$ cat config.mk
export PLATFORM = sky130hd
export DESIGN_NAME = wb_port_arbiter_flat
export DESIGN_NICKNAME = d
export VERILOG_FILES = /design/src/rtl/wb_port_arbiter_pkg.sv /design/src/rtl/wb_port_arbiter_if.sv /design/src/rtl/wb_defer_fifo.sv /design/src/rtl/wb_port_arbiter.sv /design/src/flat_wrapper.sv
export SDC_FILE = /design/constraint.sdc
export NUM_CORES = 1
export LEC_CHECK = 0
export ABC_AREA = 1
export CORE_AREA = 2 2 126 79
export DETAILED_ROUTE_END_ITERATION = 12
export DIE_AREA = 0 0 128 81
export PLACE_DENSITY_LB_ADDON = 0.3
export SLEW_MARGIN = 5
export SYNTH_ARGS = -nofsm -noshare
export SYNTH_HDL_FRONTEND = slang
export SYNTH_HIERARCHICAL = 1
export SYNTH_SLANG_ARGS = --single-unit
$ cat constraint.sdc
create_clock -name clk -period 2.2 [get_ports clk]
set_input_delay 0.66 -clock clk [delete_from_list [all_inputs] [get_ports clk]]
set_output_delay 0.66 -clock clk [all_outputs]
set_load 0.02 [all_outputs]
$ cat src/rtl/wb_port_arbiter_pkg.sv
// Shared definitions for the writeback port arbiter: occupancy encodings and
// default widths, also used by the decode and hazard units.
package wb_port_arbiter_pkg;

  localparam int REG_W_DEF   = 3;
  localparam int DATA_W_DEF  = 16;
  localparam int DEPTH_FIXED = 2;

  // FSM state is the deferred-buffer occupancy
  typedef enum logic [1:0] {
    ST_EMPTY = 2'd0,
    ST_ONE   = 2'd1,
    ST_FULL  = 2'd2
  } occ_e;

endpackage : wb_port_arbiter_pkg

$ cat src/rtl/wb_port_arbiter_if.sv
// Bus bundle between the pipeline writeback stage, the late-return (load) path,
// the hazard query and the register-file write port.
interface wb_port_arbiter_if #(
  parameter int REG_W  = wb_port_arbiter_pkg::REG_W_DEF,
  parameter int DATA_W = wb_port_arbiter_pkg::DATA_W_DEF
);

  logic              wb_valid;
  logic [REG_W-1:0]  wb_reg;
  logic [DATA_W-1:0] wb_data;
  logic              ld_valid;
  logic              ld_ready;
  logic [REG_W-1:0]  ld_reg;
  logic [DATA_W-1:0] ld_data;
  logic [REG_W-1:0]  q_reg;
  logic              q_hit;
  logic              rf_we;
  logic [REG_W-1:0]  rf_reg;
  logic [DATA_W-1:0] rf_data;
  logic              err;

  modport master (
    output wb_valid, wb_reg, wb_data, ld_valid, ld_reg, ld_data, q_reg,
    input  ld_ready, q_hit, rf_we, rf_reg, rf_data, err
  );

  modport slave (
    input  wb_valid, wb_reg, wb_data, ld_valid, ld_reg, ld_data, q_reg,
    output ld_ready, q_hit, rf_we, rf_reg, rf_data, err
  );

endinterface : wb_port_arbiter_if

$ cat src/rtl/wb_defer_fifo.sv
// Two-entry deferred-write FIFO with per-entry live bits; a pipeline write to
// the same register kills a buffered entry, and q_hit reports live matches.
module wb_defer_fifo
  import wb_port_arbiter_pkg::*;
#(
  parameter int REG_W  = REG_W_DEF,
  parameter int DATA_W = DATA_W_DEF,
  parameter int DEPTH  = DEPTH_FIXED
) (
  input  logic              clk,
  input  logic              rst_n,
  input  logic              enq_i,
  input  logic [REG_W-1:0]  enq_reg_i,
  input  logic [DATA_W-1:0] enq_data_i,
  input  logic              deq_i,
  input  logic              kill_i,
  input  logic [REG_W-1:0]  kill_reg_i,
  input  logic [REG_W-1:0]  q_reg_i,
  output logic              head_live_o,
  output logic [REG_W-1:0]  head_reg_o,
  output logic [DATA_W-1:0] head_data_o,
  output logic              q_hit_o
);

  logic [REG_W-1:0]  reg_q  [DEPTH];
  logic [REG_W-1:0]  reg_d  [DEPTH];
  logic [DATA_W-1:0] data_q [DEPTH];
  logic [DATA_W-1:0] data_d [DEPTH];
  logic [DEPTH-1:0]  live_q, live_d;
  logic              rd_ptr_q, rd_ptr_d;
  logic              wr_ptr_q, wr_ptr_d;
  logic              q_hit_s;

  // Kill first, then dequeue, then enqueue, so a fresh tail entry is live
  always_comb begin
    live_d   = live_q;
    reg_d    = reg_q;
    data_d   = data_q;
    rd_ptr_d = rd_ptr_q;
    wr_ptr_d = wr_ptr_q;
    for (int i = 0; i < DEPTH; i++) begin
      if (kill_i && (reg_q[i] == kill_reg_i)) begin
        live_d[i] = 1'b0;
      end else begin
        live_d[i] = live_d[i];
      end
    end
    if (deq_i) begin
      live_d[rd_ptr_q] = 1'b0;
      rd_ptr_d         = ~rd_ptr_q;
    end else begin
      rd_ptr_d = rd_ptr_q;
    end
    if (enq_i) begin
      live_d[wr_ptr_q] = 1'b1;
      reg_d[wr_ptr_q]  = enq_reg_i;
      data_d[wr_ptr_q] = enq_data_i;
      wr_ptr_d         = ~wr_ptr_q;
    end else begin
      wr_ptr_d = wr_ptr_q;
    end
  end

  always_comb begin
    q_hit_s = 1'b0;
    for (int i = 0; i < DEPTH; i++) begin
      if (live_q[i] && (reg_q[i] == q_reg_i)) begin
        q_hit_s = 1'b1;
      end else begin
        q_hit_s = q_hit_s;
      end
    end
  end

  always_ff @(posedge clk or negedge rst_n) begin
    if (!rst_n) begin
      live_q   <= '0;
      rd_ptr_q <= 1'b0;
      wr_ptr_q <= 1'b0;
      for (int i = 0; i < DEPTH; i++) begin
        reg_q[i]  <= '0;
        data_q[i] <= '0;
      end
    end else begin
      live_q   <= live_d;
      rd_ptr_q <= rd_ptr_d;
      wr_ptr_q <= wr_ptr_d;
      reg_q    <= reg_d;
      data_q   <= data_d;
    end
  end

  assign head_live_o = live_q[rd_ptr_q];
  assign head_reg_o  = reg_q[rd_ptr_q];
  assign head_data_o = data_q[rd_ptr_q];
  assign q_hit_o     = q_hit_s;

endmodule : wb_defer_fifo

$ cat src/rtl/wb_port_arbiter.sv
// Register-file write port arbiter: pipeline writeback wins, deferred late
// returns drain in order, and an idle port lets a late return bypass the buffer.
module wb_port_arbiter
  import wb_port_arbiter_pkg::*;
#(
  parameter int REG_W  = REG_W_DEF,
  parameter int DATA_W = DATA_W_DEF,
  parameter int DEPTH  = DEPTH_FIXED
) (
  input logic             clk,
  input logic             rst_n,
  wb_port_arbiter_if.slave bus
);

  occ_e              state_q, state_d;
  logic              rdy_en_q;
  logic              rf_we_q, rf_we_d;
  logic [REG_W-1:0]  rf_reg_q, rf_reg_d;
  logic [DATA_W-1:0] rf_data_q, rf_data_d;
  logic              err_q, err_d;
  logic              stall_q, stall_d;
  logic [REG_W-1:0]  hold_reg_q;
  logic [DATA_W-1:0] hold_data_q;

  logic              ld_ready_s, ld_acc_s, ld_drop_s;
  logic              deq_s, enq_s, bypass_s;
  logic              head_live_s, q_hit_s;
  logic [REG_W-1:0]  head_reg_s;
  logic [DATA_W-1:0] head_data_s;

  wb_defer_fifo #(.REG_W(REG_W), .DATA_W(DATA_W), .DEPTH(DEPTH)) u_fifo (
    .clk        (clk),
    .rst_n      (rst_n),
    .enq_i      (enq_s),
    .enq_reg_i  (bus.ld_reg),
    .enq_data_i (bus.ld_data),
    .deq_i      (deq_s),
    .kill_i     (bus.wb_valid),
    .kill_reg_i (bus.wb_reg),
    .q_reg_i    (bus.q_reg),
    .head_live_o(head_live_s),
    .head_reg_o (head_reg_s),
    .head_data_o(head_data_s),
    .q_hit_o    (q_hit_s)
  );

  // rdy_en_q keeps ld_ready low through reset and the release cycle's edge
  always_ff @(posedge clk or negedge rst_n) begin
    if (!rst_n) begin
      state_q  <= ST_EMPTY;
      rdy_en_q <= 1'b0;
    end else begin
      state_q  <= state_d;
      rdy_en_q <= 1'b1;
    end
  end

  always_comb begin
    case (state_q)
      ST_EMPTY: state_d = enq_s ? ST_ONE : ST_EMPTY;
      ST_ONE: begin
        if (enq_s && !deq_s) begin
          state_d = ST_FULL;
        end else if (deq_s && !enq_s) begin
          state_d = ST_EMPTY;
        end else begin
          state_d = ST_ONE;
        end
      end
      ST_FULL: state_d = deq_s ? ST_ONE : ST_FULL;
      default: state_d = ST_EMPTY;
    endcase
  end

  // A dead head still costs one drain cycle, during which nothing else writes
  always_comb begin
    ld_ready_s = rdy_en_q && (state_q != ST_FULL);
    ld_acc_s   = bus.ld_valid && ld_ready_s;
    ld_drop_s  = ld_acc_s && bus.wb_valid && (bus.ld_reg == bus.wb_reg);
    deq_s      = 1'b0;
    bypass_s   = 1'b0;
    rf_we_d    = 1'b0;
    rf_reg_d   = rf_reg_q;
    rf_data_d  = rf_data_q;
    if (bus.wb_valid) begin
      rf_we_d   = 1'b1;
      rf_reg_d  = bus.wb_reg;
      rf_data_d = bus.wb_data;
    end else if (state_q != ST_EMPTY) begin
      deq_s = 1'b1;
      if (head_live_s) begin
        rf_we_d   = 1'b1;
        rf_reg_d  = head_reg_s;
        rf_data_d = head_data_s;
      end else begin
        rf_we_d = 1'b0;
      end
    end else if (ld_acc_s) begin
      bypass_s  = 1'b1;
      rf_we_d   = 1'b1;
      rf_reg_d  = bus.ld_reg;
      rf_data_d = bus.ld_data;
    end else begin
      rf_we_d = 1'b0;
    end
    enq_s   = ld_acc_s && !bypass_s && !ld_drop_s;
    stall_d = bus.ld_valid && !ld_ready_s;
    err_d   = err_q || (stall_q && (!bus.ld_valid || (bus.ld_reg != hold_reg_q)
                                    || (bus.ld_data != hold_data_q)));
  end

  always_ff @(posedge clk or negedge rst_n) begin
    if (!rst_n) begin
      rf_we_q     <= 1'b0;
      rf_reg_q    <= '0;
      rf_data_q   <= '0;
      err_q       <= 1'b0;
      stall_q     <= 1'b0;
      hold_reg_q  <= '0;
      hold_data_q <= '0;
    end else begin
      rf_we_q     <= rf_we_d;
      rf_reg_q    <= rf_reg_d;
      rf_data_q   <= rf_data_d;
      err_q       <= err_d;
      stall_q     <= stall_d;
      hold_reg_q  <= bus.ld_reg;
      hold_data_q <= bus.ld_data;
    end
  end

  assign bus.ld_ready = ld_ready_s;
  assign bus.q_hit    = q_hit_s;
  assign bus.rf_we    = rf_we_q;
  assign bus.rf_reg   = rf_reg_q;
  assign bus.rf_data  = rf_data_q;
  assign bus.err      = err_q;

endmodule : wb_port_arbiter

$ cat src/flat_wrapper.sv
// flat-port wrapper written by rule: the top's interface ports become plain ports
module wb_port_arbiter_flat import wb_port_arbiter_pkg::*;
#(
  parameter int REG_W  = REG_W_DEF,
  parameter int DATA_W = DATA_W_DEF,
  parameter int DEPTH  = DEPTH_FIXED
)
  (clk, rst_n, bus_wb_valid, bus_wb_reg, bus_wb_data, bus_ld_valid, bus_ld_reg, bus_ld_data, bus_q_reg, bus_ld_ready, bus_q_hit, bus_rf_we, bus_rf_reg, bus_rf_data, bus_err);
  wb_port_arbiter_if #(.REG_W(REG_W), .DATA_W(DATA_W)) bus_i ();
  input logic clk;
  input logic rst_n;
  input wire logic [$bits(bus_i.wb_valid)-1:0] bus_wb_valid;
  input wire logic [$bits(bus_i.wb_reg)-1:0] bus_wb_reg;
  input wire logic [$bits(bus_i.wb_data)-1:0] bus_wb_data;
  input wire logic [$bits(bus_i.ld_valid)-1:0] bus_ld_valid;
  input wire logic [$bits(bus_i.ld_reg)-1:0] bus_ld_reg;
  input wire logic [$bits(bus_i.ld_data)-1:0] bus_ld_data;
  input wire logic [$bits(bus_i.q_reg)-1:0] bus_q_reg;
  output wire logic [$bits(bus_i.ld_ready)-1:0] bus_ld_ready;
  output wire logic [$bits(bus_i.q_hit)-1:0] bus_q_hit;
  output wire logic [$bits(bus_i.rf_we)-1:0] bus_rf_we;
  output wire logic [$bits(bus_i.rf_reg)-1:0] bus_rf_reg;
  output wire logic [$bits(bus_i.rf_data)-1:0] bus_rf_data;
  output wire logic [$bits(bus_i.err)-1:0] bus_err;
  assign bus_i.wb_valid = bus_wb_valid;
  assign bus_i.wb_reg = bus_wb_reg;
  assign bus_i.wb_data = bus_wb_data;
  assign bus_i.ld_valid = bus_ld_valid;
  assign bus_i.ld_reg = bus_ld_reg;
  assign bus_i.ld_data = bus_ld_data;
  assign bus_i.q_reg = bus_q_reg;
  assign bus_ld_ready = bus_i.ld_ready;
  assign bus_q_hit = bus_i.q_hit;
  assign bus_rf_we = bus_i.rf_we;
  assign bus_rf_reg = bus_i.rf_reg;
  assign bus_rf_data = bus_i.rf_data;
  assign bus_err = bus_i.err;
  wb_port_arbiter #(.REG_W(REG_W), .DATA_W(DATA_W), .DEPTH(DEPTH)) u_core (.clk(clk), .rst_n(rst_n), .bus(bus_i));
endmodule
==> qor.tcl, run 1 <==
set qor(fp.coreArea_mm2) 0.009389
set qor(p_sw_mw) 2.633
set qor(detailroute.via_count) 3773
set qor(num_rows) 28
set qor(final_layout_size_suffix_gt1_frac) 0.1300
set qor(filler_cells) 884
set qor(largest-register) {u_core/u_fifo/data_q}
set qor(via_per_inst) 4.926
set qor(largest_register_ffs) 32
set qor(final_critical_path_setup_slack_ps) 56.82
set qor(postSynthNetCount) 605
set qor(floorplan.io_pins) 68
set qor(ys_ff_latch) 86
set qor(die_w_um) 128
set qor(clock_tree.buffer_depth) 2
set qor(grt.total_usage) 0.2247
set qor(finalHoldViolCount) 0
set qor(cp_data_arrival_time_ps) 1480
set qor(max_slew_violations) 0
set qor(final_nets) 687
set qor(vdd_ir_drop_max_uv) 676.6
set qor(antennaDiodeCount) 0
set qor(worst-setup-path-type) {register to output port}
set qor(switching_share) 0.3845
set qor(grtUsageMet2) 0.3679
set qor(area.growth.synth_to_final_pct) 27.76
set qor(fin_cells) 766
set qor(run_status) {completed}
set qor(maximum_number_of_pins_on_one_net_before_global_route_repair) 43
set qor(cts-root-buf) {sky130_fd_sc_hd__clkbuf_16}
set qor(layout_worst_path_cycle_share) 0.9742
set qor(regToRegEndpoint) {u_core/bus.rf_data[13]}
set qor(critical_path.endpoint) {bus_ld_ready}
set qor(max_capacitance_violation_count) 0
set qor(finalWeightedCongestion) 0.8825
set qor(route.antenna.remaining_nets) 0
set qor(htree_levels) 3
set qor(share_seq_of_total_power) 0.370
set qor(muxShareOfSynthArea) 0
set qor(grt_overflow_total) 0
set qor(xor_and_xnor_area_share_after_synthesis) 0.02417
set qor(critical_path.startpoint) {u_core/state_q[0]}
set qor(grt_pass1_vias) 3642
set qor(grt-busiest-layer) {met2}
set qor(r2r.worst_path.cells) 9
set qor(clock_skew_ps) 5.982
set qor(regToRegStartpoint) {u_core/state_q[0]}
set qor(die_area_mm2) 0.01037
set qor(main_combinational_cell_family_by_area_after_synthesis) {simple AND/OR/NAND/NOR gates}
set qor(routed_wire_length_per_instance_um) 14.31
set qor(cts-buffers-inserted) 9
set qor(detailedRoute.firstIterationViolations) 319
set qor(ff2ff_setup_slack_ps) 240
set qor(simple_gate_area_share_of_the_yosys_netlist) 0.2356
set qor(timing.critical_path.fanout_max) 4
set qor(grt_use_met1) 0.3046
set qor(drt_pre_antenna_iters) 5
set qor(numPlacedInstances) 747
set qor(grt_antenna_before_repair) 0
set qor(syn_avg_cell_area_um2) 7.780
set qor(critPathCaptureType) {output port}
set qor(fmax_mhz) 466.6
set qor(grt_pass1_wl_mm) 17.67
set qor(setup_repair_after_global_routing_missed_its_margin) {false}
set qor(synthDistinctLibCells) 25
set qor(clk-insertion-delay-late_ps) 340
set qor(timing.hold.worst.class) {input pin to async pin}
set qor(power_density_over_the_cells_mw_per_mm2) 1232
set qor(report.final.setup_viol) 0
set qor(place_worst_setup_slack_ps) -585.4
set qor(numClockSinks) 86
set qor(place.detailed.hpwl_mm) 7.637
set qor(netlist_area_mm2) 0.004349
set qor(cts_tree) {done}
set qor(initial_cell_density_of_the_core) 0.4632
set qor(finalCriticalPeriod_ps) 2143
set qor(synth_sequential_area_ratio) 0.4948
set qor(required_time_at_the_worst_slack_endpoint_ps) 1540
set qor(postRouteWirelength_mm) 10.96
set qor(worst_setup_hold_path_clk_slew_ps) 60
set qor(yosysWarningCount) 6
set qor(postCtsHoldBufs) 0
set qor(compound_gate_fraction_of_synth_area) 0.1482
set qor(power_report.internal_total_mw) 4.214
set qor(drt_drc_violations_left) 0
set qor(share_comb_of_total_power) 0.411
set qor(cell_count_after_synthesis) 559
set qor(placement.io_buffers) 67
set qor(worst_setup_path_start_kind) {register}
set qor(grt.met3_usage) 0.05665
set qor(synth-adder-area-share) 0.002877
set qor(die_h_um) 81
set qor(static-leakage-power_nw) 2.856
set qor(clock_power_share) 0.219
worst max-delay path, cell delays in order, from the launching register on:
cell	delay, ps
sky130_fd_sc_hd__dfrtp_1	420
sky130_fd_sc_hd__or2_4	280
sky130_fd_sc_hd__nand2_2	60
sky130_fd_sc_hd__inv_1	50
sky130_fd_sc_hd__dlygate4sd2_1	320
placed cells by master, fill, tap and decap left out, types with 2 or more instances in the layout:
cell	n
sky130_fd_sc_hd__a21oi_1	32
sky130_fd_sc_hd__o21ai_1	10
sky130_fd_sc_hd__clkbuf_1	3
sky130_fd_sc_hd__dlygate4sd2_1	3
sky130_fd_sc_hd__nand2_2	3
sky130_fd_sc_hd__nand2_1	184
sky130_fd_sc_hd__clkdlybuf4s50_1	55
sky130_fd_sc_hd__xnor2_1	10
sky130_fd_sc_hd__o21ai_2	19
sky130_fd_sc_hd__buf_12	3
sky130_fd_sc_hd__o21ai_0	32
sky130_fd_sc_hd__clkinv_2	2
sky130_fd_sc_hd__dfrtp_1	86
sky130_fd_sc_hd__inv_1	63
sky130_fd_sc_hd__or2_4	3
sky130_fd_sc_hd__nor2_1	63
sky130_fd_sc_hd__nor3_1	4
sky130_fd_sc_hd__clkbuf_16	9
sky130_fd_sc_hd__nand3_1	6
sky130_fd_sc_hd__buf_4	26
sky130_fd_sc_hd__dlymetal6s2s_1	6
sky130_fd_sc_hd__a21oi_2	11
sky130_fd_sc_hd__inv_2	3
Yosys cell counts:
library cell	n	area share
sky130_fd_sc_hd__a21boi_1	1	0.0017
sky130_fd_sc_hd__a21oi_1	33	0.038
sky130_fd_sc_hd__a21oi_2	10	0.020
sky130_fd_sc_hd__buf_2	7	0.0081
sky130_fd_sc_hd__buf_4	2	0.0035
sky130_fd_sc_hd__buf_6	7	0.018
sky130_fd_sc_hd__clkbuf_1	8	0.0069
sky130_fd_sc_hd__conb_1	1	0.00086
sky130_fd_sc_hd__dfrtp_1	86	0.49
sky130_fd_sc_hd__ha_1	1	0.0029
sky130_fd_sc_hd__inv_1	63	0.054
sky130_fd_sc_hd__inv_2	3	0.0026
sky130_fd_sc_hd__nand2_1	184	0.16
sky130_fd_sc_hd__nand2_2	3	0.0043
sky130_fd_sc_hd__nand3_1	6	0.0069
sky130_fd_sc_hd__nor2_1	63	0.054
sky130_fd_sc_hd__nor2_4	1	0.0026
sky130_fd_sc_hd__nor3_1	4	0.0046
sky130_fd_sc_hd__o21ai_0	32	0.037
sky130_fd_sc_hd__o21ai_1	10	0.012
sky130_fd_sc_hd__o21ai_2	19	0.038
sky130_fd_sc_hd__o21bai_1	1	0.0017
sky130_fd_sc_hd__or2_4	2	0.0040
sky130_fd_sc_hd__xnor2_1	11	0.022
sky130_fd_sc_hd__xor2_1	1	0.0020
power by group through the flow:
stage               clock (mW)  sequential, mW  combinational (mW)
global placement             0            2.53                2.72
floorplan                    0            2.69                1.62
detailed placement           0            2.55                2.79
global route              1.59            2.61                3.13
CTS                       1.53            2.53                2.81
finish                    1.50            2.53                2.81
what timing repair did:
action / CTS / global route
resized for setup: 10 / 10
setup buffers: 0 / 2
pin swaps: 0 / 3
gates cloned: 1 / 0
endpoints found under the setup margin: 9 / 3
stage by stage:
stage / power, mW / util / hold slack (ps) / TNS [ps] / instance area (um2)
2_1_floorplan: 4.310 / - / 364.4 / 0 / 4349
3_3_place_gp: 5.248 / 0.5574 / 455.6 / -9968 / 5234
3_5_place_dp: 5.345 / 0.5574 / 453.3 / -11870 / 5234
4_1_cts: 6.869 / 0.5878 / 179.6 / 0 / 5519
5_1_grt: 7.331 / 0.5918 / 187.3 / 0 / 5557
6_report: 6.846 / 0.5918 / 179.1 / 0 / 5557
worst min path at each step:
stage	startpoint	end	slack, ps	depth (start not counted)
after floorplan	rst_n	u_core/bus.err	360	0
after global placement	u_core/bus.err	u_core/bus.err	460	2
after detailed placement	u_core/bus.err	u_core/bus.err	450	2
after CTS	rst_n	u_core/hold_data_q[14]	180	1
after global routing	rst_n	u_core/hold_data_q[14]	190	1
final	rst_n	u_core/hold_data_q[14]	180	1
final cells by class:
class / instances / area [um2] / share of cell area
Inverter: 66 / 247.7 / 0.04458
Tap cell: 120 / 150.1 / 0.02702
Timing Repair Buffer: 94 / 912.1 / 0.1642
Clock inverter: 4 / 47.55 / 0.008557
Multi-Input combinational cell: 384 / 1810 / 0.3258
Clock buffer: 12 / 236.5 / 0.04256
Sequential cell: 86 / 2152 / 0.3873
layer usage:
layer / up-vias / routed length, um
met3: 14 / 716
met1: 1760 / 5207
met2: 105 / 4916
met4: 0 / 119
met5: - / 0
li1: 1894 / -
cells by family after synthesis:
logic type | count (synthesis)
AND/OR/NAND/NOR | 263
AO/OA/AOI/OAI | 106
buffers and inverters | 90
flip-flops | 86
XOR/XNOR | 12
adder cells (fa/ha/maj) | 1
other | 1
Power figures use the tool's default switching activity.
==> run 2, diff against run 1 <==
--- a/config.mk
+++ b/config.mk
@@ -6,12 +6,15 @@
 export NUM_CORES = 1
 export LEC_CHECK = 0
 export ABC_AREA = 1
+export CAP_MARGIN = 25
 export CORE_AREA = 2 2 126 79
 export DETAILED_ROUTE_END_ITERATION = 12
 export DIE_AREA = 0 0 128 81
 export PLACE_DENSITY_LB_ADDON = 0.3
+export RECOVER_POWER = 50
 export SLEW_MARGIN = 5
 export SYNTH_ARGS = -nofsm -noshare
 export SYNTH_HDL_FRONTEND = slang
 export SYNTH_HIERARCHICAL = 1
 export SYNTH_SLANG_ARGS = --single-unit
+export TNS_END_PERCENT = 100
==> qor.tcl, run 2 (synthesized netlist as in run 1, its figures left out) <==
set qor(via_per_inst) 4.931 ;# +0.11%
set qor(power_density_over_the_cells_mw_per_mm2) 1236 ;# +0.33%
set qor(clock_tree.buffer_depth) 2 ;# unchanged
set qor(routed_wire_length_per_instance_um) 14.28 ;# -0.16%
set qor(final_nets) 687 ;# unchanged
set qor(critical_path.startpoint) {u_core/state_q[0]}
set qor(finalHoldViolCount) 0 ;# unchanged
set qor(postRouteWirelength_mm) 10.94 ;# -0.16%
set qor(maximum_number_of_pins_on_one_net_before_global_route_repair) 43 ;# unchanged
set qor(worst_slew_pin_slew_ps) 910.0
set qor(required_time_at_the_worst_slack_endpoint_ps) 1540 ;# about the same
set qor(cp_data_arrival_time_ps) 1480 ;# about the same
set qor(cts-root-buf) {sky130_fd_sc_hd__clkbuf_16}
set qor(worst_setup_path_start_kind) {register}
set qor(largest-register) {u_core/u_fifo/data_q}
set qor(static-leakage-power_nw) 2.836 ;# -0.67%
set qor(final_critical_path_setup_slack_ps) 59.83 ;# +3.011 ps
set qor(report.final.setup_viol) 0 ;# unchanged
set qor(mostFrequentLayoutCells) {184 x sky130_fd_sc_hd__nand2_1, 86 x sky130_fd_sc_hd__dfrtp_1, 63 x sky130_fd_sc_hd__nor2_1, 63 x sky130_fd_sc_hd__inv_1, 48 x sky130_fd_sc_hd__clkdlybuf4s50_1}
set qor(die_area_mm2) 0.01037 ;# unchanged
set qor(fin_cells) 766 ;# unchanged
set qor(cts_tree) {done}
set qor(place.detailed.hpwl_mm) 7.637 ;# unchanged
set qor(die_w_um) 128 ;# unchanged
set qor(largest_register_ffs) 32 ;# unchanged
set qor(timing.hold.worst.class) {input pin to async pin}
set qor(run_status) {completed}
set qor(clock_skew_ps) 6.456 ;# +0.4739 ps
set qor(critPathCaptureType) {output port}
set qor(final_layout_size_suffix_gt1_frac) 0.1238 ;# -0.006192
set qor(grt.total_usage) 0.2247 ;# unchanged
set qor(vdd_ir_drop_max_uv) 675.3 ;# -0.19%
set qor(numPlacedInstances) 747 ;# unchanged
set qor(antennaDiodeCount) 0 ;# unchanged
set qor(r2r.worst_path.cells) 9 ;# unchanged
set qor(grt_pass1_vias) 3642 ;# unchanged
set qor(detailroute.via_count) 3777 ;# +0.11%
set qor(max_capacitance_violation_count) 0 ;# unchanged
set qor(detailedRoute.firstIterationViolations) 328 ;# +2.8%
set qor(setup_repair_after_global_routing_missed_its_margin) {false}
set qor(ff2ff_setup_slack_ps) 240 ;# about the same
set qor(regToRegStartpoint) {u_core/state_q[0]}
set qor(fmax_mhz) 467.3 ;# +0.14%
set qor(setup-tns-final_ps) 0 ;# unchanged
set qor(layout_worst_path_cycle_share) 0.9728 ;# -0.001369
set qor(grt_overflow_total) 0 ;# unchanged
set qor(max_slew_violations) 0 ;# unchanged
set qor(area.growth.synth_to_final_pct) 26.96
set qor(die_h_um) 81 ;# unchanged
set qor(finalWeightedCongestion) 0.8825 ;# unchanged
set qor(route.antenna.remaining_nets) 0 ;# unchanged
set qor(cts-buffers-inserted) 9 ;# unchanged
set qor(place_worst_setup_slack_ps) -585.4 ;# unchanged
set qor(numClockSinks) 86 ;# unchanged
set qor(floorplan.io_pins) 68 ;# unchanged
set qor(htree_levels) 3 ;# unchanged
set qor(worst_setup_hold_path_clk_slew_ps) 60 ;# about the same
set qor(drt_drc_violations_left) 0 ;# unchanged
set qor(placement.io_buffers) 67 ;# unchanged
set qor(worst-setup-path-type) {register to output port}
set qor(relative_slew_slack) 0.3933
set qor(drt_pre_antenna_iters) 4 ;# -1
set qor(grt_antenna_before_repair) 0 ;# unchanged
set qor(num_rows) 28 ;# unchanged
set qor(postCtsHoldBufs) 0 ;# unchanged
set qor(fp.coreArea_mm2) 0.009389 ;# unchanged
set qor(timing.critical_path.fanout_max) 4 ;# unchanged
set qor(initial_cell_density_of_the_core) 0.4632 ;# unchanged
set qor(grt_pass1_wl_mm) 17.67 ;# unchanged
set qor(finalCriticalPeriod_ps) 2140 ;# -3.011 ps
set qor(regToRegEndpoint) {u_core/bus.rf_data[13]}
set qor(utilization) 0.5881 ;# -0.003732
set qor(clk-insertion-delay-late_ps) 340 ;# about the same
set qor(leading_cell_type_in_the_layout_fill_and_taps_excluded) {sky130_fd_sc_hd__nand2_1}
set qor(power_mw) 6.826 ;# -0.30%
[run 2: worst max-delay path: stages, from the launching register on]
cell	delay (ps)
sky130_fd_sc_hd__dfrtp_1	420
sky130_fd_sc_hd__or2_4	280
sky130_fd_sc_hd__nand2_2	60
sky130_fd_sc_hd__inv_1	50
sky130_fd_sc_hd__dlygate4sd2_1	320
[run 2: cell type report]
class / instances / area (um2)
Sequential cell: 86 / 2152
Multi-Input combinational cell: 384 / 1810
Clock buffer: 12 / 236.5
Tap cell: 120 / 150.1
Inverter: 66 / 247.7
Clock inverter: 4 / 47.55
Timing Repair Buffer: 94 / 877.1
Fill cell: 885 / 3867
[run 2: routing by layer]
| layer | global-route usage | vias to the layer above | wire (um) |
|---|---|---|---|
| met5 | 0 | - | 0 |
| met4 | 0.05385 | 0 | 95 |
| met3 | 0.05665 | 9 | 681 |
| met2 | 0.3679 | 110 | 4972 |
| met1 | 0.3046 | 1761 | 5192 |
| li1 | - | 1897 | - |
[run 2: power by group]
part	total [mW]	internal, mW	switching (mW)
combinational	2.80	1.16	1.64
clock	1.49	0.877	0.612
sequential	2.53	2.16	0.373
total	6.83	4.20	2.62
[run 2: what timing repair did]
| item | CTS | global route |
|---|---|---|
| pin swaps | 0 | 3 |
| gates resized for setup | 10 | 10 |
| buffers inserted | 0 | 2 |
| setup endpoints to repair | 9 | 3 |
| cloned | 1 | 0 |
[run 2: through the flow]
stage | hold WS (ps) | cell area, um2
final | 429.6 | 5522
after global routing | 498.1 | 5522
after CTS | 179.6 | 5519
after detailed placement | 453.3 | 5234
after global placement | 455.6 | 5234
after floorplan | 364.4 | 4349
[run 2: worst max path at each step]
stage	end	slack, ps
finish	bus_ld_ready	60
global route	bus_ld_ready	8
CTS	bus_ld_ready	30
detailed placement	bus_q_hit	-590
global placement	bus_q_hit	-570
floorplan	u_core/u_fifo/reg_q[3]	110
